**src/rtl/serial_add_ctrl_if.sv**
```systemverilog
`default_nettype none
// ============================================================================
//  Module      : serial_add_ctrl_if
//  Description : Operand/result handshake bundle for the bit-serial
//                add/subtract controller.
//  Revision    : 1.0 - initial release
// ============================================================================
interface serial_add_ctrl_if #(
    parameter int WIDTH = 8
);
    logic             in_valid;
    logic             in_ready;
    logic [WIDTH-1:0] a;
    logic [WIDTH-1:0] b;
    logic             sub;
    logic             out_valid;
    logic             out_ready;
    logic [WIDTH-1:0] sum;
    logic             cout;
    logic             overflow;
    logic             busy;

    // Requester side: issues operands, consumes results
    modport master (
        output in_valid, a, b, sub, out_ready,
        input  in_ready, out_valid, sum, cout, overflow, busy
    );

    // Controller side
    modport slave (
        input  in_valid, a, b, sub, out_ready,
        output in_ready, out_valid, sum, cout, overflow, busy
    );
endinterface
`default_nettype wire

```
**src/rtl/serial_add_ctrl.sv**
```systemverilog
`default_nettype none
// ============================================================================
//  Module      : serial_add_ctrl
//  Description : Bit-serial add/subtract controller. One full-adder cell is
//                reused across WIDTH bits, LSB first, one bit per clock.
//                Subtraction is A + ~B + 1 (carry-in preset to 1).
//  Revision    : 1.0 - initial release
// ============================================================================
module serial_add_ctrl #(
    parameter int WIDTH = 8
) (
    input  wire logic        clk,
    input  wire logic        rst_n,
    serial_add_ctrl_if.slave bus
);
    localparam int CNT_W = (WIDTH > 1) ? $clog2(WIDTH) : 1;

    // Bit index of the MSB's carry-in and of the MSB itself
    localparam logic [CNT_W-1:0] c_msbInIdx = CNT_W'(WIDTH - 2);
    localparam logic [CNT_W-1:0] c_lastIdx  = CNT_W'(WIDTH - 1);

    typedef enum logic [1:0] {
        ST_IDLE = 2'd0,
        ST_RUN  = 2'd1,
        ST_DONE = 2'd2
    } state_t;

    state_t           r_state;
    logic [WIDTH-1:0] r_shiftA;
    logic [WIDTH-1:0] r_shiftB;
    logic [WIDTH-1:0] r_sum;
    logic [CNT_W-1:0] r_count;
    logic             r_carry;
    logic             r_carryMsbIn;
    logic             r_cout;
    logic             r_overflow;
    logic             r_outValid;
    logic             r_busy;

    logic             w_cellS;
    logic             w_cellCout;
    logic             w_accept;

    // Shared full-adder cell fed from the low bits of the shift registers
    always_comb begin
        w_cellS    = r_shiftA[0] ^ r_shiftB[0] ^ r_carry;
        w_cellCout = (r_shiftA[0] & r_shiftB[0]) |
                     (r_carry & (r_shiftA[0] ^ r_shiftB[0]));
    end

    // in_ready is gated by rst_n so it drops the instant reset asserts
    assign bus.in_ready = rst_n && (r_state == ST_IDLE);
    assign w_accept     = bus.in_valid && bus.in_ready;

    assign bus.out_valid = r_outValid;
    assign bus.sum       = r_sum;
    assign bus.cout      = r_cout;
    assign bus.overflow  = r_overflow;
    assign bus.busy      = r_busy;

    // Control FSM and datapath: load on accept, one bit per RUN edge, hold in DONE
    always_ff @(posedge clk or negedge rst_n) begin
        if (!rst_n) begin
            r_state      <= ST_IDLE;
            r_shiftA     <= '0;
            r_shiftB     <= '0;
            r_sum        <= '0;
            r_count      <= '0;
            r_carry      <= 1'b0;
            r_carryMsbIn <= 1'b0;
            r_cout       <= 1'b0;
            r_overflow   <= 1'b0;
            r_outValid   <= 1'b0;
            r_busy       <= 1'b0;
        end else begin
            case (r_state)
                ST_IDLE: begin
                    if (w_accept) begin
                        r_shiftA <= bus.a;
                        r_shiftB <= bus.sub ? ~bus.b : bus.b;
                        r_carry  <= bus.sub;
                        r_count  <= '0;
                        r_sum    <= '0;
                        r_busy   <= 1'b1;
                        r_state  <= ST_RUN;
                    end
                end

                ST_RUN: begin
                    // Result bits enter at the MSB so bit 0 lands at the bottom after WIDTH shifts
                    r_sum    <= {w_cellS, r_sum[WIDTH-1:1]};
                    r_shiftA <= {1'b0, r_shiftA[WIDTH-1:1]};
                    r_shiftB <= {1'b0, r_shiftB[WIDTH-1:1]};
                    r_carry  <= w_cellCout;
                    r_count  <= r_count + 1'b1;
                    if (r_count == c_msbInIdx) begin
                        r_carryMsbIn <= w_cellCout;
                    end
                    if (r_count == c_lastIdx) begin
                        // Signed overflow: carry into MSB differs from carry out of MSB
                        r_cout     <= w_cellCout;
                        r_overflow <= w_cellCout ^ r_carryMsbIn;
                        r_outValid <= 1'b1;
                        r_state    <= ST_DONE;
                    end
                end

                ST_DONE: begin
                    if (bus.out_ready) begin
                        r_outValid <= 1'b0;
                        r_busy     <= 1'b0;
                        r_state    <= ST_IDLE;
                    end
                end

                default: begin
                    r_state <= ST_IDLE;
                end
            endcase
        end
    end
endmodule
`default_nettype wire
```
**src/flat_wrapper.sv**
```systemverilog
// flat-port wrapper written by rule: the top's interface ports become plain ports
module serial_add_ctrl_flat 
#(
    parameter int WIDTH = 8
)
  (clk, rst_n, bus_in_valid, bus_a, bus_b, bus_sub, bus_out_ready, bus_in_ready, bus_out_valid, bus_sum, bus_cout, bus_overflow, bus_busy);
  serial_add_ctrl_if #(.WIDTH(WIDTH)) bus_i ();
  input  wire logic clk;
  input  wire logic rst_n;
  input wire logic [$bits(bus_i.in_valid)-1:0] bus_in_valid;
  input wire logic [$bits(bus_i.a)-1:0] bus_a;
  input wire logic [$bits(bus_i.b)-1:0] bus_b;
  input wire logic [$bits(bus_i.sub)-1:0] bus_sub;
  input wire logic [$bits(bus_i.out_ready)-1:0] bus_out_ready;
  output wire logic [$bits(bus_i.in_ready)-1:0] bus_in_ready;
  output wire logic [$bits(bus_i.out_valid)-1:0] bus_out_valid;
  output wire logic [$bits(bus_i.sum)-1:0] bus_sum;
  output wire logic [$bits(bus_i.cout)-1:0] bus_cout;
  output wire logic [$bits(bus_i.overflow)-1:0] bus_overflow;
  output wire logic [$bits(bus_i.busy)-1:0] bus_busy;
  assign bus_i.in_valid = bus_in_valid;
  assign bus_i.a = bus_a;
  assign bus_i.b = bus_b;
  assign bus_i.sub = bus_sub;
  assign bus_i.out_ready = bus_out_ready;
  assign bus_in_ready = bus_i.in_ready;
  assign bus_out_valid = bus_i.out_valid;
  assign bus_sum = bus_i.sum;
  assign bus_cout = bus_i.cout;
  assign bus_overflow = bus_i.overflow;
  assign bus_busy = bus_i.busy;
  serial_add_ctrl #(.WIDTH(WIDTH)) u_core (.clk(clk), .rst_n(rst_n), .bus(bus_i));
endmodule
```
**config.mk**
```make
export PLATFORM = sky130hd
export DESIGN_NAME = serial_add_ctrl_flat
export DESIGN_NICKNAME = d
export VERILOG_FILES = /design/src/rtl/serial_add_ctrl_if.sv /design/src/rtl/serial_add_ctrl.sv /design/src/flat_wrapper.sv
export SDC_FILE = /design/constraint.sdc
export NUM_CORES = 1
export LEC_CHECK = 0
export CORE_UTILIZATION = 46
export CTS_CLUSTER_SIZE = 25
export DETAILED_ROUTE_END_ITERATION = 16
export GPL_ROUTABILITY_DRIVEN = 0
export PLACE_DENSITY = 0.87
export SYNTH_ARGS = -nofsm -noshare
export SYNTH_HDL_FRONTEND = slang
export SYNTH_SLANG_ARGS = --single-unit
```
**constraint.sdc**
```tcl
create_clock -name clk -period 1.3 [get_ports clk]
set_input_delay 0.13 -clock clk [delete_from_list [all_inputs] [get_ports clk]]
set_output_delay 0.13 -clock clk [all_outputs]
set_load 0.05 [all_outputs]
```
==> results.json <==
{
  "crit_path_start_kind": "flop",
  "hold-path-cell-count": 3,
  "cts_sinks": 35,
  "crit_path_cell_trace": "buf_6 -> nor3b_4 -> buf_12",
  "cell_internal_pwr_w": 0.00330,
  "finClkSkew_ps": 6.35,
  "final_nets": 242,
  "hold_viol": 0,
  "clock_power_share_pct": 13.2,
  "synth_enable_flop_cells": 0,
  "netlist_top_cells_area": "dfrtp_1, nand2_1, nand3_1",
  "die_h_um": 63.1,
  "cap_viol_max_count": 0,
  "ys_top_cells_by_count": "nand2_1, dfrtp_1, nand3_1, o21ai_0",
  "synth_top_area_share_pct": 51.0,
  "combPwrFrac_pct": 53.2,
  "grt_max_degree": 23,
  "die_w_um": 63.1,
  "htree_levels": 2,
  "cts.reportedPaths.clkPinSlew_ps": 70,
  "dieArea_mm2": 0.00398,
  "postSynthCellCount": 172,
  "violations": "negative setup slack",
  "rows": 21,
  "ioPinCount": 34,
  "grt_pass1_wl_um": 6390,
  "nFillCells": 269,
  "numCtsBuffers": 5,
  "critPathRequiredTime_ps": 1170,
  "cts_root_buf": "clkbuf_8",
  "yosysTopAreaCell": "dfrtp_1",
  "grtUsageTotal_pct": 20.9,
  "drc": 0,
  "drive_gt1_share_pct": 26.1,
  "viasPerCell": 5.43,
  "ant_nets": 0,
  "post-dp-hpwl_um": 2570,
  "crit_fanout": 3,
  "pwr-share-seq_pct": 33.6,
  "layout_min_cycle_time_ps": 1320,
  "critPathKind": "reg -> out",
  "run_status": "complete, but fails checks",
  "first_global_vias": 1380,
  "clk-insertion-delay-late_ps": 290,
  "ys_warn_count": 0,
  "yosysMostFrequentCell": "nand2_1",
  "synth_area_mm2": 0.00172,
  "synth-main-ff-cell": "dfrtp_1",
  "avgSynthCellArea_um2": 9.99,
  "core_area_mm2": 0.00347,
  "syn_nets": 197,
  "async_flop_share_pct": 100,
  "setup_viol": 2,
  "p_leak_nw": 1.08,
  "antennaDiodeCount": 0,
  "antenna_found_initial": 0,
  "num_vias": 1434,
  "cts_tree": "done",
  "tightest_slew_ps": 290,
  "post_drt_wl_per_cell_um": 14.3,
  "clockBufferDepth": 2,
  "slew_headroom_pct": 80.6,
  "cpPeakStageDelay_ps": 390,
  "wl_um": 3760,
  "crit_path_top_delay_cell": "dfrtp_1",
  "start_util_pct": 49.5,
  "rsz0062_at_grt": "true",
  "synth_cell_types": 28,
  "fin_crit_sh_pct": 101,
  "crit_path_end_kind": "output pin",
  "drt_iter0_markers": 83,
  "p_switching_w": 0.00237,
  "fmax_mhz": 760,
  "p_per_area_mw_per_mm2": 2370,
  "finalWorstSetupSlack_ps": -15.0,
  "overflow": 0,
  "seq_area_frac_synth_pct": 51.0,
  "port_buffers": 33,
  "min_path_type": "in -> reg",
  "reg2reg_depth": 4,
  "netSwitchingFraction_pct": 41.9,
  "dr.pass1.iters": 4,
  "finalCoreUtilization_pct": 68.9,
  "arrival_ps": 1190,
  "maxSlewViolCount": 0,
  "syn2layout_area_growth_pct": 39.0,
  "worst_hold_slack_ps": 399,
  "ir_drop_uv": 827,
  "ys_ff_latch": 35
}
-- power groups by stage --
| stage | combinational (W) | clock (W) | sequential, W |
|---|---|---|---|
| global placement | 0.00273 | 0 | 0.00187 |
| finish | 0.00301 | 0.000749 | 0.00190 |
| CTS | 0.00292 | 0.000751 | 0.00189 |
| global route | 0.00327 | 0.000818 | 0.00195 |
| detailed placement | 0.00283 | 0 | 0.00190 |
| floorplan | 0.00132 | 0 | 0.00226 |
-- layout make-up --
cell class / instances / area [um2] / area share (%)
flip-flops and latches: 35 / 877 / 36.7
multi-input cells: 119 / 751 / 31.4
repair buffers: 51 / 601 / 25.1
clock buffers: 5 / 68.8 / 2.88
well taps: 46 / 57.6 / 2.41
inverters: 5 / 18.8 / 0.786
clock inverters: 3 / 15.0 / 0.629
-- state kept, by name (all words and copies together), names as in the netlist --
| register | flops |
|---|---|
| u_core.bus.sum | 8 |
| u_core.r_shiftA | 8 |
| u_core.r_shiftB | 8 |
| u_core.r_count | 3 |
| u_core.r_state | 2 |
| u_core.bus.busy | 1 |
| u_core.bus.cout | 1 |
| u_core.bus.out_valid | 1 |
| u_core.bus.overflow | 1 |
| u_core.r_carry | 1 |
| u_core.r_carryMsbIn | 1 |
-- cells in the final DEF (no fill, tap or decap), types with 2 or more instances in the layout --
cell type	instances
clkdlybuf4s50_1	19
o21ai_0	6
o211ai_2	7
xor2_1	2
o21ai_1	2
nand3_1	30
o31ai_1	2
clkinv_2	3
a21oi_1	2
dfrtp_1	34
inv_1	5
xnor2_1	7
nand2_1	43
buf_12	13
clkbuf_8	5
nor2_1	2
buf_6	2
buf_4	15
-- cells by family after synthesis --
logic type | share of synthesized area, %
and+or+nand+nor | 22.7
DFF | 51.0
AOI/OAI and AO/OA | 11.2
buffers and inverters | 7.14
xor gates and xnor gates | 4.59
adders and majority gates | 3.35
-- worst max-delay path: cells and delay by family (launching register included) --
family / cells / cell delay (ps)
flip-flops: 1 / 390
buffers and inverters: 2 / 290
AND/OR/NAND/NOR: 1 / 210
-- final timing paths --
kind / startpoint / slack, ps / to
hold reg to reg: u_core.r_shiftA[4]$_DFFE_PN0P_ / 480 / u_core.r_shiftA[3]$_DFFE_PN0P_
setup reg to reg: u_core.r_state[0]$_DFFE_PN0P_ / 0 / u_core.r_shiftB[0]$_DFFE_PN0P_
max in group asynchronous: rst_n / 630 / u_core.r_state[1]$_DFFE_PN0P_
min in group asynchronous: rst_n / 440 / u_core.r_shiftB[1]$_DFFE_PN0P_
hold / removal: bus_a[7] / 400 / u_core.r_shiftA[7]$_DFFE_PN0P_
setup / recovery: u_core.r_state[0]$_DFFE_PN0P_ / -20 / bus_in_ready
-- stage by stage --
stage	setup TNS, ps	total power [W]	instances	instance area, um2	setup WS (ps)
global route	-1110	0.00604	264	2390	-69.2
finish	-18.9	0.00567	264	2390	-15.0
detailed placement	-140	0.00473	251	2230	-41.9
global placement	-48.7	0.00460	251	2230	-25.6
CTS	-25.4	0.00555	261	2350	-25.4
floorplan	0	0.00357	172	1720	17.1
-- metal layers --
metal / global-route usage [%] / part of all wire (%) / vias up
met4: 10.2 / 2.3 / 0
met1: 25.2 / 42 / 708
met3: 5.07 / 4.9 / 10
met5: 0 / 0 / -
li1: - / - / 671
met2: 34.8 / 51 / 45
-- repair_timing --
action / CTS / global route
gates resized for setup: 4 / 6
hold endpoints to repair: 35 / 0
endpoints found under the setup margin: 2 / 31
hold buffers: 1 / 0
pin swaps: 1 / 4
buffers inserted: 1 / 3
(Power assumes the default switching activity.)
